File: src/rtl/id_ex_register_pkg.sv
// Shared definitions for the ID/EX pipeline register: ALUOp classes, control
// bundle layout, default widths and the bubble constant.
package id_ex_register_pkg;

   localparam int unsigned DATA_W_DEF = 32;
   localparam int unsigned CNT_W_DEF  = 16;

   typedef enum logic [1:0] {
      ALUOP_LDST   = 2'b00,
      ALUOP_BRANCH = 2'b01,
      ALUOP_RTYPE  = 2'b10,
      ALUOP_ITYPE  = 2'b11
   } aluop_e;

   // Everything a bubble must clear travels in this one bundle (MSB first).
   typedef struct packed {
      logic       valid;
      logic       regwrite;
      logic       memtoreg;
      logic       memread;
      logic       memwrite;
      logic       alusrc;
      logic [1:0] aluop;
      logic [4:0] rs1;
      logic [4:0] rs2;
      logic [4:0] rd;
   } ctrl_t;

   localparam int unsigned CTRL_W            = $bits(ctrl_t);
   localparam int unsigned CTRL_RD_LSB       = 0;
   localparam int unsigned CTRL_RS2_LSB      = 5;
   localparam int unsigned CTRL_RS1_LSB      = 10;
   localparam int unsigned CTRL_ALUOP_LSB    = 15;
   localparam int unsigned CTRL_ALUSRC_BIT   = 17;
   localparam int unsigned CTRL_MEMWRITE_BIT = 18;
   localparam int unsigned CTRL_MEMREAD_BIT  = 19;
   localparam int unsigned CTRL_MEMTOREG_BIT = 20;
   localparam int unsigned CTRL_REGWRITE_BIT = 21;
   localparam int unsigned CTRL_VALID_BIT    = 22;

   localparam ctrl_t CTRL_BUBBLE = '0;

endpackage

File: src/rtl/id_ex_register_sat_counter.sv
// Saturating up-counter used for the ID/EX performance counters.
module sat_counter
   import id_ex_register_pkg::*;
#(
   parameter int unsigned CNT_W = CNT_W_DEF
) (
   input  logic             clk_i,
   input  logic             rst_i,
   input  logic             inc_i,
   output logic [CNT_W-1:0] count_o
);

   logic [CNT_W-1:0] count_q;
   logic [CNT_W-1:0] count_d;

   always_comb begin
      count_d = count_q;
      if (inc_i && (count_q != '1)) begin
         count_d = count_q + CNT_W'(1);
      end
   end

   always_ff @(posedge clk_i or negedge rst_i) begin
      if (!rst_i) begin
         count_q <= '0;
      end else begin
         count_q <= count_d;
      end
   end

   assign count_o = count_q;

endmodule

File: src/rtl/id_ex_register.sv
// ID/EX pipeline register: loads decoded ID state, inserts bubbles on hazard
// request, freezes on data-cache stall, and counts bubbles/stall cycles.
module id_ex_register
   import id_ex_register_pkg::*;
#(
   parameter int unsigned DATA_W = DATA_W_DEF,
   parameter int unsigned CNT_W  = CNT_W_DEF
) (
   input  logic              clk_i,
   input  logic              rst_i,
   input  logic              MemStall_i,
   input  logic              NoOp_i,
   input  logic              ID_valid_i,
   input  logic              ID_RegWrite_i,
   input  logic              ID_MemtoReg_i,
   input  logic              ID_MemRead_i,
   input  logic              ID_MemWrite_i,
   input  logic              ID_ALUSrc_i,
   input  logic [1:0]        ID_ALUOp_i,
   input  logic [DATA_W-1:0] ID_RS1data_i,
   input  logic [DATA_W-1:0] ID_RS2data_i,
   input  logic [DATA_W-1:0] ID_Imm_i,
   input  logic [9:0]        ID_funct_i,
   input  logic [4:0]        ID_rs1_i,
   input  logic [4:0]        ID_rs2_i,
   input  logic [4:0]        ID_rd_i,
   output logic              EX_valid_o,
   output logic              EX_RegWrite_o,
   output logic              EX_MemtoReg_o,
   output logic              EX_MemRead_o,
   output logic              EX_MemWrite_o,
   output logic              EX_ALUSrc_o,
   output logic [1:0]        EX_ALUOp_o,
   output logic [DATA_W-1:0] EX_RS1data_o,
   output logic [DATA_W-1:0] EX_RS2data_o,
   output logic [DATA_W-1:0] EX_Imm_o,
   output logic [9:0]        EX_funct_o,
   output logic [4:0]        EX_rs1_o,
   output logic [4:0]        EX_rs2_o,
   output logic [4:0]        EX_rd_o,
   output logic [CNT_W-1:0]  bubble_cnt_o,
   output logic [CNT_W-1:0]  stall_cnt_o
);

   ctrl_t             ctrl_q, ctrl_d, ctrl_id;
   logic [DATA_W-1:0] rs1data_q, rs1data_d;
   logic [DATA_W-1:0] rs2data_q, rs2data_d;
   logic [DATA_W-1:0] imm_q, imm_d;
   logic [9:0]        funct_q, funct_d;
   logic              bubble;

   assign ctrl_id = '{valid:    ID_valid_i,
                      regwrite: ID_RegWrite_i,
                      memtoreg: ID_MemtoReg_i,
                      memread:  ID_MemRead_i,
                      memwrite: ID_MemWrite_i,
                      alusrc:   ID_ALUSrc_i,
                      aluop:    ID_ALUOp_i,
                      rs1:      ID_rs1_i,
                      rs2:      ID_rs2_i,
                      rd:       ID_rd_i};

   assign bubble = !MemStall_i && NoOp_i;

   always_comb begin
      ctrl_d    = ctrl_q;
      rs1data_d = rs1data_q;
      rs2data_d = rs2data_q;
      imm_d     = imm_q;
      funct_d   = funct_q;
      if (!MemStall_i) begin
         // Clearing memread/rd here lets the hazard compare drop next cycle.
         ctrl_d    = NoOp_i ? CTRL_BUBBLE : ctrl_id;
         rs1data_d = NoOp_i ? '0 : ID_RS1data_i;
         rs2data_d = NoOp_i ? '0 : ID_RS2data_i;
         imm_d     = NoOp_i ? '0 : ID_Imm_i;
         funct_d   = NoOp_i ? '0 : ID_funct_i;
      end
   end

   always_ff @(posedge clk_i or negedge rst_i) begin
      if (!rst_i) begin
         ctrl_q    <= CTRL_BUBBLE;
         rs1data_q <= '0;
         rs2data_q <= '0;
         imm_q     <= '0;
         funct_q   <= '0;
      end else begin
         ctrl_q    <= ctrl_d;
         rs1data_q <= rs1data_d;
         rs2data_q <= rs2data_d;
         imm_q     <= imm_d;
         funct_q   <= funct_d;
      end
   end

   assign EX_valid_o    = ctrl_q.valid;
   assign EX_RegWrite_o = ctrl_q.regwrite;
   assign EX_MemtoReg_o = ctrl_q.memtoreg;
   assign EX_MemRead_o  = ctrl_q.memread;
   assign EX_MemWrite_o = ctrl_q.memwrite;
   assign EX_ALUSrc_o   = ctrl_q.alusrc;
   assign EX_ALUOp_o    = ctrl_q.aluop;
   assign EX_rs1_o      = ctrl_q.rs1;
   assign EX_rs2_o      = ctrl_q.rs2;
   assign EX_rd_o       = ctrl_q.rd;
   assign EX_RS1data_o  = rs1data_q;
   assign EX_RS2data_o  = rs2data_q;
   assign EX_Imm_o      = imm_q;
   assign EX_funct_o    = funct_q;

   sat_counter #(.CNT_W(CNT_W)) u_bubble_cnt (
      .clk_i   (clk_i),
      .rst_i   (rst_i),
      .inc_i   (bubble),
      .count_o (bubble_cnt_o)
   );

   sat_counter #(.CNT_W(CNT_W)) u_stall_cnt (
      .clk_i   (clk_i),
      .rst_i   (rst_i),
      .inc_i   (MemStall_i),
      .count_o (stall_cnt_o)
   );

endmodule

File: config.mk
export PLATFORM = sky130hd
export DESIGN_NAME = id_ex_register
export DESIGN_NICKNAME = d
export VERILOG_FILES = /design/src/rtl/id_ex_register_pkg.sv /design/src/rtl/id_ex_register_sat_counter.sv /design/src/rtl/id_ex_register.sv
export SDC_FILE = /design/constraint.sdc
export NUM_CORES = 1
export LEC_CHECK = 0
export BUFFER_PORTS_ARGS = -buffer_cell sky130_fd_sc_hd__buf_4
export CAP_MARGIN = 40
export CORE_UTILIZATION = 45
export DETAILED_ROUTE_END_ITERATION = 10
export HOLD_SLACK_MARGIN = 0.03
export PLACE_DENSITY = 0.76
export SLEW_MARGIN = 20
export SYNTH_ARGS = -nofsm -noshare
export SYNTH_HDL_FRONTEND = slang
export SYNTH_SLANG_ARGS = --single-unit
File: constraint.sdc
create_clock -name clk_i -period 2 [get_ports clk_i]
set_input_delay 0 -clock clk_i [delete_from_list [all_inputs] [get_ports clk_i]]
set_output_delay 0 -clock clk_i [all_outputs]
set_load 0.01 [all_outputs]
; Word-level counts from Yosys, hierarchy flattened
; Cells that the tools add are included.
[classes]
n_mul = 0
n_div = 0
n_bitwise = 0
mux = 5
n_eq_ne = 2
shifts = 0
n_addsub = 2
n_reduce_logical = 4
n_lt_le_gt_ge = 0
[ops]
columns = op, n
row1 = $mux W32, 3
row2 = $add A16 B1 Y16 const B, 2
row3 = $ne A16 B16 Y1 const B, 2
row4 = $mux W23, 1
row5 = $mux W10, 1
row6 = $logic_and A1 B1 Y1, 3
row7 = $logic_not A1 Y1, 1
[word_totals]
ram_bits = 0
rom_bits = 0
input_bits = 133
ff_bits = 161
latch_bits = 0
n_memories = 0
elab_cells = 29

; Depth between registers and ports, before layout
[depth]
depth_word = 3
ltp_mapped = 6
ltp_nobuf = 5

; Hierarchy
; Synthesis repeated with hierarchy kept, for this count alone.
[hier_totals]
hier_cells = 691
area_unflattened_um2 = 7100.6
[by_module_without_submodules]
columns = module, instances, cells_per_inst, seq_area_each_um2, area_each_um2
row1 = id_ex_register, 1, 547, 3228.1, 5381.4
row2 = sat_counter, 2, 72, 400.4, 859.6

; Worst setup path before layout
; OpenSTA, ideal clock, no wires.
[synth_path]
path_type = flip-flop to flip-flop
start = register u_bubble_cnt.count_q[0], in the netlist u_bubble_cnt.count_o[0]
end = register u_bubble_cnt.count_q[7], in the netlist u_bubble_cnt.count_o[7]
path_slack_ns = 0.292
path_buffers = 1
arrival_time_ns = 1.570
setup_time_ns = 0.138
synth_period_minus_slack_ns = 1.708
path_stages_with_launch = 7
required_ns = 1.862
path_cell_list = dfrtp_1 -> ha_1 -> nand4_1 -> nor4_1 -> buf_2 -> nor4_1 -> xor2_1
[synth_between]
elab_chain_len = 2
elab_cells_between_ends = 3
cone_classes = 1 x add/sub / 1 x eq/ne / 1 x reduce/logical
[synth_rtl]
columns = item, line_no
row1 = from (decl), id_ex_register_sat_counter.sv:13  ; logic [CNT_W-1:0] count_q;
row2 = from (signal assigned), id_ex_register_sat_counter.sv:27  ; count_q <= count_d;
row3 = branches (longest 2 deep; another with $add A16 B1 Y16), --
; Several ways; the timed one is not identified.
; A chain may end at the register's enable or synchronous reset.

; Worst setup path after layout
[layout_path]
start = register u_bubble_cnt.count_q[0], in the netlist u_bubble_cnt.count_o[0]
end = register u_bubble_cnt.count_q[4], in the netlist u_bubble_cnt.count_o[4]
; Same word-level chain as after synthesis.

==> summary.md <==
| Metric | Value |
|---|---|
| Hold/Removal Path Class | `input pin to flip-flop` |
| Row count | `44` |
| Syn nets | `837` |
| Ys flop type | `dfrtp_1` |
| Root Driver | `clkbuf_16` |
| Critical Path End Type | `flip-flop` |
| Clk_lat worst skew | `0.43 ns` |
| Max Transition Viols Final | `0` |
| Final WL | `22.8 mm` |
| RePlAce Congestion | `0.888` |
| Clock Sinks | `161` |
| IO Pins | `294` |
| Hold path startpoint | `NoOp_i` |
| Final setup TNS | `0 ns` |
| Hpwl dp | `12.8 mm` |
| R2R cell count | `6` |
| Largest net degree at the start of global routing | `131` |
| Die Span Y | `126 um` |
| Number of global-route vias before repair | `6993` |
| Asr flop ratio synth | `1.00` |
| CP Max Fanout | `10` |
| Min cycle time layout | `1.85 ns` |
| Initial Util | `0.469` |
| Top post-synthesis cells by area | `dfrtp_1, nand2b_1, o21ai_0, nand2_1, clkbuf_1` |
| Yosys top cell by area | `dfrtp_1` |
| Vias after detailed routing | `6756` |
| Pleak | `0.00547 uW` |
| R2r setup slk | `0.15 ns` |
| H-Tree Depth | `4` |
| Post-synthesis cell type count | `32` |
| Met2 Routed Length | `11.5 mm` |
| Crit path launch type | `flip-flop` |
| Layout cells sized above 1 | `0.303` |
| Nets@finish | `1262` |
| Post-Syn Area | `0.00692 sq mm` |
| Max Fclk | `540 MHz` |
| Die area | `0.0159 sq mm` |
| CTS buffer count | `17` |
| Worst EP arrival | `2.14 ns` |
| Share of the synthesized area in the top cell type | `0.582` |
| Worst slew pin tran | `0.819 ns` |
| RR Endpoint | `u_bubble_cnt.count_o[4]` |
| DR iter-0 viols | `397` |
| Initial antenna violation count | `0` |
| Core ar. | `0.0148 sq mm` |
| Number of port buffers | `293` |
| Placed cells | `1143` |
| Antenna viol nets, final | `0` |
| Yosys warnings | `0` |
| R2r startpoint | `u_bubble_cnt.count_o[0]` |
| Iteration count of the initial detailed-routing pass | `5` |
| CP Launch Point | `u_bubble_cnt.count_o[0]` |
| DRC viols | `0` |
| WL met3 | `1.71 mm` |
| CP required | `2.29 ns` |
| First-pass GRT wire length | `36.1 mm` |
| Via-to-Cell Ratio | `5.11` |
| Grt ovf | `0` |
| Worst-case clock buffer depth | `2` |
| Most common library cells after synthesis | `dfrtp_1, nand2_1, o21ai_0` |
| Multi-input gate area | `0.00271 sq mm` |
| Seq/Total Area, Yosys | `0.582` |
| Critical Path Sink | `u_bubble_cnt.count_o[4]` |
| Met1 wire length | `8.79 mm` |
| Overall Global Routing Usage | `0.295` |
| Syn Area/Cell | `9.86 sq um` |
| Synth Register Bits | `161` |
| Clock skew | `0.0104 ns` |
| Final std cells w/o fill | `1323` |
| Hold Vio Cnt, Final | `0` |
| Post-synth EDFFs | `0` |
| Clock slew at reported path FFs | `0.07 ns` |
| Max-cap violations | `0` |
| Final setup fails | `0` |
| FF+latch area | `0.00403 sq mm` |
| Area growth, synth to finish | `64.0%` |
| Period utilization | `0.927` |
| Rel. slew slack | `0.454` |
| Post-Synthesis Cells | `702` |
| Outcome | `completed` |
| Fill count | `898` |
| Uppermost layer routed | `met4` |
| Die Width | `126 um` |
| Maximum VDD drop | `0.000540 V` |
| Most instantiated library cell after synthesis | `dfrtp_1` |
| Unrepaired setup endpoints after global routing | `false` |
| Number of diodes | `0` |
| Critical path class | `flip-flop to flip-flop` |
| Drt wl/cell | `17.2 um` |
| Final hold slack | `0.0412 ns` |
| Cell area power density | `798 mW/mm^2` |
| CTS tree | `done` |
## layout make-up
cell class / count / area share
Tap cell: 184 / 0.0203
Multi-Input combinational cell: 493 / 0.239
Clock inverter: 10 / 0.00981
Sequential cell: 161 / 0.355
Clock buffer: 21 / 0.0405
Timing Repair Buffer: 451 / 0.335
Inverter: 3 / 0.000992
## how the worst min path moves through the flow
stage / end / slack, ns / cells past startpoint
after global placement: EX_ALUOp_o[1] / 0.01 / 1
after global routing: EX_Imm_o[26] / 0.1 / 3
after detailed placement: EX_ALUOp_o[1] / 0.01 / 1
final: EX_Imm_o[13] / 0.04 / 3
after floorplan: EX_ALUOp_o[0] / -0.30 / 0
after CTS: EX_Imm_o[13] / 0.04 / 3
## metrics by stage
stage	setup WS, ns	power (uW)	area [sq um]	util
floorplan	0.292	4580	6920	-
global placement	0.281	5550	9290	0.630
detailed placement	0.180	5590	9290	0.630
CTS	0.172	9030	11400	0.770
global route	0.0431	9450	11400	0.770
finish	0.147	9070	11400	0.770
## placed cells by master, fill, tap and decap left out, types with 3 or more instances in the layout
cell           count
o21ai_0          133
buf_4            297
clkbuf_16         17
nand3_1            9
clkinv_2           4
dlygate4sd3_1    149
nor4_1             4
xor2_1            15
xnor2_1           12
clkinvlp_4         3
nand2_1          142
nand2b_1         130
nor4_2             3
nand4_1           13
inv_1              3
buf_12             3
nor3_1             7
dfrtp_1          161
nor2_1             4
## layer usage
| layer | track usage | vias to the layer above |
|---|---|---|
| met2 | 0.506 | 296 |
| met1 | 0.342 | 3237 |
| li1 | - | 3160 |
| met5 | 0 | - |
| met3 | 0.0875 | 63 |
| met4 | 0.133 | 0 |
## logic make-up (layout without fill, tap and decap cells)
logic type / after synthesis / count (layout) / synth area share
AOI/OAI and AO/OA: 137 / 137 / 0.102
xor gates and xnor gates: 27 / 27 / 0.0342
adders and majority gates: 2 / 2 / 0.00361
buffers and inverters: 48 / 485 / 0.0275
DFF: 161 / 161 / 0.582
muxes: 1 / 1 / 0.00163
and+or+nand+nor: 326 / 326 / 0.249
## critical path, cell delays in order, from the launching register on
cell	delay, ns
dfrtp_1	0.42
ha_1	0.22
nand4_1	0.19
nor4_2	0.36
buf_4	0.25
nor3_1	0.10
xor2_1	0.17
## flip-flops by register name (all words and copies together), names as in the netlist
register              count
EX_RS2data_o             32
EX_ALUOp_o                2
EX_MemtoReg_o             1
EX_rs1_o                  5
u_bubble_cnt.count_o     16
EX_rs2_o                  5
EX_rd_o                   5
u_stall_cnt.count_o      16
EX_Imm_o                 32
EX_RegWrite_o             1
EX_MemWrite_o             1
EX_funct_o               10
EX_ALUSrc_o               1
EX_RS1data_o             32
EX_valid_o                1
EX_MemRead_o              1
## power by group
part / leakage (uW) / total (uW) / internal, uW / switching [uW]
Combinational: 0.00310 / 1930 / 1050 / 879
Sequential: 0.00210 / 3930 / 3600 / 329
Clock: 0.000275 / 3210 / 1890 / 1320
## what timing repair did
item	4_1_cts	5_1_grt
endpoints found under the hold margin	291	0
gates resized for setup	0	0
buffers inserted	0	0
hold buffers	149	0
(Power assumes the default switching activity.)
